### config.mk
export PLATFORM = sky130hd
export DESIGN_NAME = hex_ascii_decoder
export DESIGN_NICKNAME = d
export VERILOG_FILES = /design/src/rtl/hex_ascii_decoder.sv
export SDC_FILE = /design/constraint.sdc
export NUM_CORES = 1
export LEC_CHECK = 0
export ABC_AREA = 0
export CAP_MARGIN = 30
export CORE_MARGIN = 4
export CORE_UTILIZATION = 53
export DETAILED_ROUTE_END_ITERATION = 16
export PLACE_DENSITY = 0.88
export SLEW_MARGIN = 20
export SYNTH_ARGS = -nofsm -noshare
export SYNTH_HDL_FRONTEND = slang
export SYNTH_SLANG_ARGS = --single-unit
### constraint.sdc
create_clock -name CLK -period 4.6 [get_ports CLK]
set_input_delay 1.38 -clock CLK [delete_from_list [all_inputs] [get_ports CLK]]
set_output_delay 1.38 -clock CLK [all_outputs]
set_load 0.005 [all_outputs]
### src/rtl/hex_ascii_decoder.sv
// Assembles pairs of ASCII hex digits from a UART character stream into bytes behind a one-entry valid/ready register.
// Build option: define HEX_ASCII_DECODER_LOWERCASE_EN to accept 'a'-'f' as hex digits.
module hex_ascii_decoder #(
    parameter int unsigned FLUSH_ON_SEP = 1,
    parameter int unsigned COUNT_W      = 16
) (
    input  logic               CLK,
    input  logic               RST,
    input  logic               in_valid,
    input  logic [7:0]         in_data,
    output logic               out_valid,
    output logic [7:0]         out_data,
    input  logic               out_ready,
    output logic               err_char,
    output logic               err_overflow,
    output logic               pending,
    output logic [COUNT_W-1:0] byte_count
);

    typedef enum logic {
        EMPTY   = 1'b0,
        HAVE_HI = 1'b1
    } state_t;

    state_t             state, state_next;
    logic [3:0]         hi_nib, hi_nib_next;
    logic               out_valid_next;
    logic [7:0]         out_data_next;
    logic               err_char_next;
    logic               err_overflow_next;
    logic [COUNT_W-1:0] byte_count_next;

    logic       is_digit;
    logic       is_sep;
    logic [3:0] nib;
    logic       complete;
    logic [7:0] byte_val;
    logic       out_free;

    always_comb begin
        is_digit = 1'b0;
        is_sep   = 1'b0;
        nib      = '0;
        if (in_data >= 8'h30 && in_data <= 8'h39) begin
            is_digit = 1'b1;
            nib      = in_data[3:0];
        end else if (in_data >= 8'h41 && in_data <= 8'h46) begin
            is_digit = 1'b1;
            nib      = in_data[3:0] + 4'd9;
`ifdef HEX_ASCII_DECODER_LOWERCASE_EN
        end else if (in_data >= 8'h61 && in_data <= 8'h66) begin
            is_digit = 1'b1;
            nib      = in_data[3:0] + 4'd9;
`endif
        end else if (in_data == 8'h20 || in_data == 8'h0D ||
                     in_data == 8'h0A || in_data == 8'h2C) begin
            is_sep = 1'b1;
        end
    end

    always_comb begin
        state_next    = state;
        hi_nib_next   = hi_nib;
        complete      = 1'b0;
        byte_val      = '0;
        err_char_next = 1'b0;

        if (in_valid) begin
            unique case (state)
                EMPTY: begin
                    if (is_digit) begin
                        hi_nib_next = nib;
                        state_next  = HAVE_HI;
                    end else if (!is_sep) begin
                        err_char_next = 1'b1;
                    end
                end
                HAVE_HI: begin
                    state_next = EMPTY;
                    if (is_digit) begin
                        complete = 1'b1;
                        byte_val = {hi_nib, nib};
                    end else if (is_sep) begin
                        if (FLUSH_ON_SEP != 0) begin
                            complete = 1'b1;
                            byte_val = {4'h0, hi_nib};
                        end
                    end else begin
                        err_char_next = 1'b1;
                    end
                end
                default: state_next = EMPTY;
            endcase
        end

        // A consume and a new load may land on the same edge.
        out_free          = !out_valid || out_ready;
        out_valid_next    = out_valid && !out_ready;
        out_data_next     = out_data;
        byte_count_next   = byte_count;
        err_overflow_next = 1'b0;
        if (complete) begin
            if (out_free) begin
                out_valid_next  = 1'b1;
                out_data_next   = byte_val;
                byte_count_next = byte_count + COUNT_W'(1);
            end else begin
                err_overflow_next = 1'b1;
            end
        end
    end

    always_ff @(posedge CLK) begin
        if (RST) begin
            state        <= EMPTY;
            hi_nib       <= '0;
            out_valid    <= 1'b0;
            out_data     <= '0;
            err_char     <= 1'b0;
            err_overflow <= 1'b0;
            byte_count   <= '0;
        end else begin
            state        <= state_next;
            hi_nib       <= hi_nib_next;
            out_valid    <= out_valid_next;
            out_data     <= out_data_next;
            err_char     <= err_char_next;
            err_overflow <= err_overflow_next;
            byte_count   <= byte_count_next;
        end
    end

    assign pending = (state == HAVE_HI);

endmodule
==> key figures <==
Logic synthesis
  – Commonest register cell after synthesis: dfxtp_1
  – Share of flip-flops with an asynchronous set or reset: 0
  – Synth Area per Inst: 8.542 um^2
  – Post-Syn Area: 0.001683 mm^2
  – Post-Syn Nets: 214
  – Post-synth EDFFs: 0
  – Yosys top cell by area: dfxtp_1
  – Sequential area share after synthesis: 0.3807
  – Synthesis Warnings: 0
  – Syn Inst Count: 197
  – Area fraction of the dominant cell type after synthesis: 0.3807
  – Unique masters post-synth: 44
  – Main area contributors after synthesis: dfxtp_1 38%, a21oi_1 8.3%, o31ai_1 4.5%
  – Register bit count reported by yosys: 32

Floorplanning
  – Core ar.: ~0.0031 mm^2
  – Std-Cell Rows: 20
  – Die area: just over 0.004 mm^2
  – Horiz. Die Dim: 64.35 um
  – Die Ht: approximately 64 um
  – Initial Util: 0.5512
  – I/O pins: 40

Routing
  – Initial drt markers: 146
  – DRT Pass-1 Iters: 4
  – Routed Antenna Nets: 0
  – Max Used Layer: met4
  – Metal2 WL: 1.822 mm
  – Drt wl/cell: ~14 um
  – Vias: between 1500 and 2000
  – Final WL: 3.806 mm
  – Met1 Wirelength: approximately 1.8 mm
  – Routed wl met3: ~210 um
  – Vias per inst: 5.774
  – DRC: 0

Clocking
  – Post-CTS Resized: 0
  – CTS Hold Bufs: 0
  – # Post-CTS Setup Buffers: 0
  – CTS tree: done
  – CTS H-tree depth: 2
  – Root Driver: clkbuf_4
  – CTS max path bufs: 2
  – Clock-pin slew on the worst setup and hold paths: 0.10 ns
  – Worst skew pair latency: 0.32 ns
  – TritonCTS sink count: 32
  – Total CTS buffers: 5

STA
  – RSZ-0062 raised after global routing: false
  – PnR worst setup slack: 1.027 ns
  – Final min period: 3.573 ns
  – Fmax: between 200 and 300 MHz
  – Slew HR: 0.6083
  – Period utilization: 0.7768
  – Final Skew: ~0.0064 ns
  – Worst slew pin tran: 0.5862 ns
  – Final hold violation count: 0
  – Setup_tns: 0 ns
  – Final-report setup violation count: 0
  – Final Max Slew Viols: 0

Place
  – Post-Place Cells: 272
  – Hpwl dp: around 2.7 mm
  – Pre-CTS setup slack: about 0.7 ns
  – GPL Wtd Cong: approximately 0.86
  – IO buf count: 39

Setup path
  – Reg-to-reg startpoint: pending
  – Setup crit start kind: input port
  – Worst-path fanout max: 35
  – Crit end category: flip-flop
  – Worst Setup EP: out_data[7]
  – Worst r2r path cells: 4
  – Critical Path RT: 4.82 ns
  – Setup CP Type: input port to flip-flop
  – Critical Path Source: in_data[0]
  – FF-to-FF End: byte_count[13]
  – Worst Path Arrival: 3.79 ns
  – R2r setup slk: 2.55 ns

GRT
  – Vias in the first global route: 1481
  – First-pass GRT wire length: 6.417 mm
  – Initial antenna violation count: 0
  – Grt total ovfl: 0
  – Gr usage total: 0.1915
  – Largest net degree at the start of global routing: 36

Cells and area
  – Post-route insts no fill: 279
  – Most common cell after layout, fill and taps aside: clkdlybuf4s50_1
  – Fin nets: approximately 250
  – Most frequent cells in the layout: 39 x clkdlybuf4s50_1, 32 x dfxtp_1, 28 x a21oi_1
  – Final core utilization: 0.6992
  – ANT cells: 0
  – Synthesis-to-layout area growth: 26.84%
  – Layout cells sized above 1: 0.06383

Power and ir drop
  – Leakage power: 0.7124 nW
  – VDD IR max: around 0.00018 V
  – Pwr dens: 222.0 mW/mm^2

Hold path
  – Worst hold path type: flip-flop to flip-flop
  – Min-delay src: out_data[2]

Run status
  – Status: finished, final reports clean

Flow run
  – Total of max-cap violations: 0
## worst min-delay path by stage
stage                       end  slack [ns]  cells after the start
floorplan             hi_nib[3]        0.46                      2
global placement    out_data[5]        0.47                      2
detailed placement  out_data[2]        0.47                      2
CTS                 out_data[2]        0.49                      2
global route        out_data[2]        0.52                      2
finish              out_data[2]        0.49                      2
## Yosys cell counts (all sizes together), types with 2 or more instances
| cell | instances |
|---|---|
| a211oi | 4 |
| a21oi | 28 |
| a311oi | 2 |
| and2 | 2 |
| and3 | 4 |
| buf | 3 |
| clkbuf | 7 |
| dfxtp | 32 |
| ha | 5 |
| inv | 5 |
| nand2 | 16 |
| nand2b | 4 |
| nand3 | 13 |
| nand4 | 2 |
| nor2 | 9 |
| nor3 | 4 |
| nor4b | 2 |
| o21ai | 10 |
| o31ai | 10 |
| or3 | 4 |
| or4 | 10 |
| xnor2 | 2 |
## through the flow
stage | power [mW] | area [um^2] | hold WS (ns)
detailed placement | 0.3321 | 2088 | 0.4722
global route | 0.4909 | 2135 | 0.5177
floorplan | 0.3136 | 1683 | 0.4596
finish | 0.4738 | 2135 | 0.4903
global placement | 0.3319 | 2088 | 0.4696
CTS | 0.4767 | 2135 | 0.4886
## critical path, cell delays in order
cell and delay [ns]:
clkdlybuf4s50_1 0.58, inv_1 0.10, ha_1 0.23, o21ba_2 0.24
o21ai_1 0.35, o311a_4 0.48, nor2_1 0.17, a41o_1 0.26
## state kept, by name (all words and copies together) (netlist names)
name	flops
out_data	8
hi_nib	4
err_char	1
err_overflow	1
byte_count	16
out_valid	1
pending	1
## where the power goes
| part | internal [mW] | switching (mW) | total, mW |
|---|---|---|---|
| combinational | 0.0208 | 0.0260 | 0.0468 |
| sequential | 0.278 | 0.00110 | 0.279 |
| clock | 0.0563 | 0.0912 | 0.148 |
## layout make-up
type	instances	area [um^2]
Sequential cell	32	640.6
Multi-Input combinational cell	150	968.4
Clock buffer	6	41.29
Clock inverter	1	5.005
Inverter	5	18.77
Tap cell	44	55.05
Fill cell	248	918.4
Timing Repair Buffer	41	405.4
## cells by family after synthesis
kind of cell	after synthesis	synth area share
simple gates	76	0.2595
mux	1	0.008919
buf+inv	15	0.04386
compound gates	65	0.2543
flops	32	0.3807
fa+ha+maj	5	0.03717
xor+xnor	3	0.01562
## routing by layer
| layer | vias to the layer above | GRT usage |
|---|---|---|
| met5 | - | 0 |
| met4 | 0 | 0.06332 |
| met3 | 4 | 0.04569 |
| met2 | 52 | 0.3106 |
| met1 | 735 | 0.2484 |
| li1 | 820 | - |
(Power assumes the default switching activity.)
==> RTL change (same settings) <==
Change the parameter `COUNT_W` from 16 to 24.
--- a/src/rtl/hex_ascii_decoder.sv
+++ b/src/rtl/hex_ascii_decoder.sv
@@ -2,7 +2,7 @@
 // Build option: define HEX_ASCII_DECODER_LOWERCASE_EN to accept 'a'-'f' as hex digits.
 module hex_ascii_decoder #(
     parameter int unsigned FLUSH_ON_SEP = 1,
-    parameter int unsigned COUNT_W      = 16
+    parameter int unsigned COUNT_W      = 24
 ) (
     input  logic               CLK,
     input  logic               RST,
Ports: changed (resized byte_count); port bits go from 40 to 48. The function was not compared with the original's and may differ.
==> RTL change against the unedited design <==
Final area increased by 26%. Sequential cell count is 8 higher. Setup slack got worse by 0.15 ns. Largest power group unchanged. Maximum frequency down 4.0%. Area after synthesis up 24%. Critical path depth is 1 higher. Total power rose by 36%. Highest routed layer unchanged. Critical path type unchanged. Largest cell class unchanged. Wire length grew 33%.
==> RTL change: results (changes against the unedited design) <==
| Metric | Value |
|---|---|
| Synth Instances | 254 (+29%) |
| Largest cells by area after synthesis | dfxtp_1 38%, a21oi_1 8.9%, or4_1 6.8% |
| Post-synthesis sequential area ratio | 38.4% (+0.35 points) |
| CP max stage delay | 0.55 ns (-0.03 ns) |
| Pre-CTS setup slack | 0.569 ns (-0.129 ns) |
| Worst Skew | 0.0110 ns (+0.00461 ns) |
| DR vias | 2094 (+30%) |
| Synth cell count leaders | 40 x dfxtp_1, 37 x a21oi_1, 19 x or4_1 |
| Vias in the first global route | 1904 (+29%) |
| Post-DP HPWL | 3650 um (+33%) |
| Non-Clock Buffer Area Fraction | 18.9% (-0.13 points) |
| Final core utilization | 71.9% (+2.0 points) |
| Post-synthesis mux area share | 1.56% (+0.67 points) |
| Fraction of area in multi-input gates | 44.7% (-0.67 points) |
| Global-route wire length before repair | 8600 um (+34%) |
| Actual slew at the worst max-slew pin | 0.728 ns (+0.141 ns) |
| Layout net count | 313 (+24%) |
| ClkCell Share | 3.62% (+1.5 points) |
| Clock sinks | 40 (+25%) |
| Drt via density | 6.07 (+5.1%) |
| Cell Area, Placed | 0.00259 mm^2 (+24%) |
| Met2 usage | 37.3% (+6.2 points) |
| Root buffer cell | clkbuf_8 |
| Syn_nets | 271 (+27%) |
| Placed cells | 337 (+24%) |
| Met1 Use GR | 25.0% (+0.16 points) |
| GP Congestion | 0.823 (-3.8%) |
| Path depth of the worst reg2reg path | 5 (+1) |
| GR Util met3 | 4.97% (+0.40 points) |
| Fill count | 294 (+19%) |
| Routed wire length | 5080 um (+33%) |
| Met2 WL | 2580 um (+41%) |
| Crit-path leading delay family | buffers and inverters |
| Synth Area in Adders | 3.00% (-0.72 points) |
| Port Buf Inserts | 47 (+21%) |
| Crit path depth | 9 (+1) |
| Peak VDD IR | 0.179 mV (+1.5%) |
| Post-synth cell types | 47 (+6.8%) |
| Status | finished clean |
| Leak | 0.860 nW (+21%) |
| XOR/XNOR share of the synthesized area | 0.840% (-0.72 points) |
==> RTL change: changes by cell type in the layout (fill, tap and decap cells not counted), moves of 5 or more <==
cell	before	now
or4_1	10	19
o31ai_1	10	17
clkbuf_4	5	0
clkdlybuf4s50_1	39	47
dfxtp_1	32	40
nand4_1	2	7
a21oi_1	28	37
clkbuf_8	0	6
==> RTL change: report_power, final <==
part | total, W | internal, W | switching [W]
logic | 0.0000481 | 0.0000205 | 0.0000276
clock network | 0.000246 | 0.000121 | 0.000125
registers | 0.000349 | 0.000347 | 0.00000106
total | 0.000643 | 0.000489 | 0.000153
==> RTL change: path summary, 6_finish.rpt <==
kind / start / endpoint / slack [ns]
min reg2reg: out_data[4] / out_data[4] / 0.48
max: in_data[1] / byte_count[10] / 0.88
min: out_data[4] / out_data[4] / 0.48
max reg2reg: byte_count[3] / byte_count[23] / 2.28
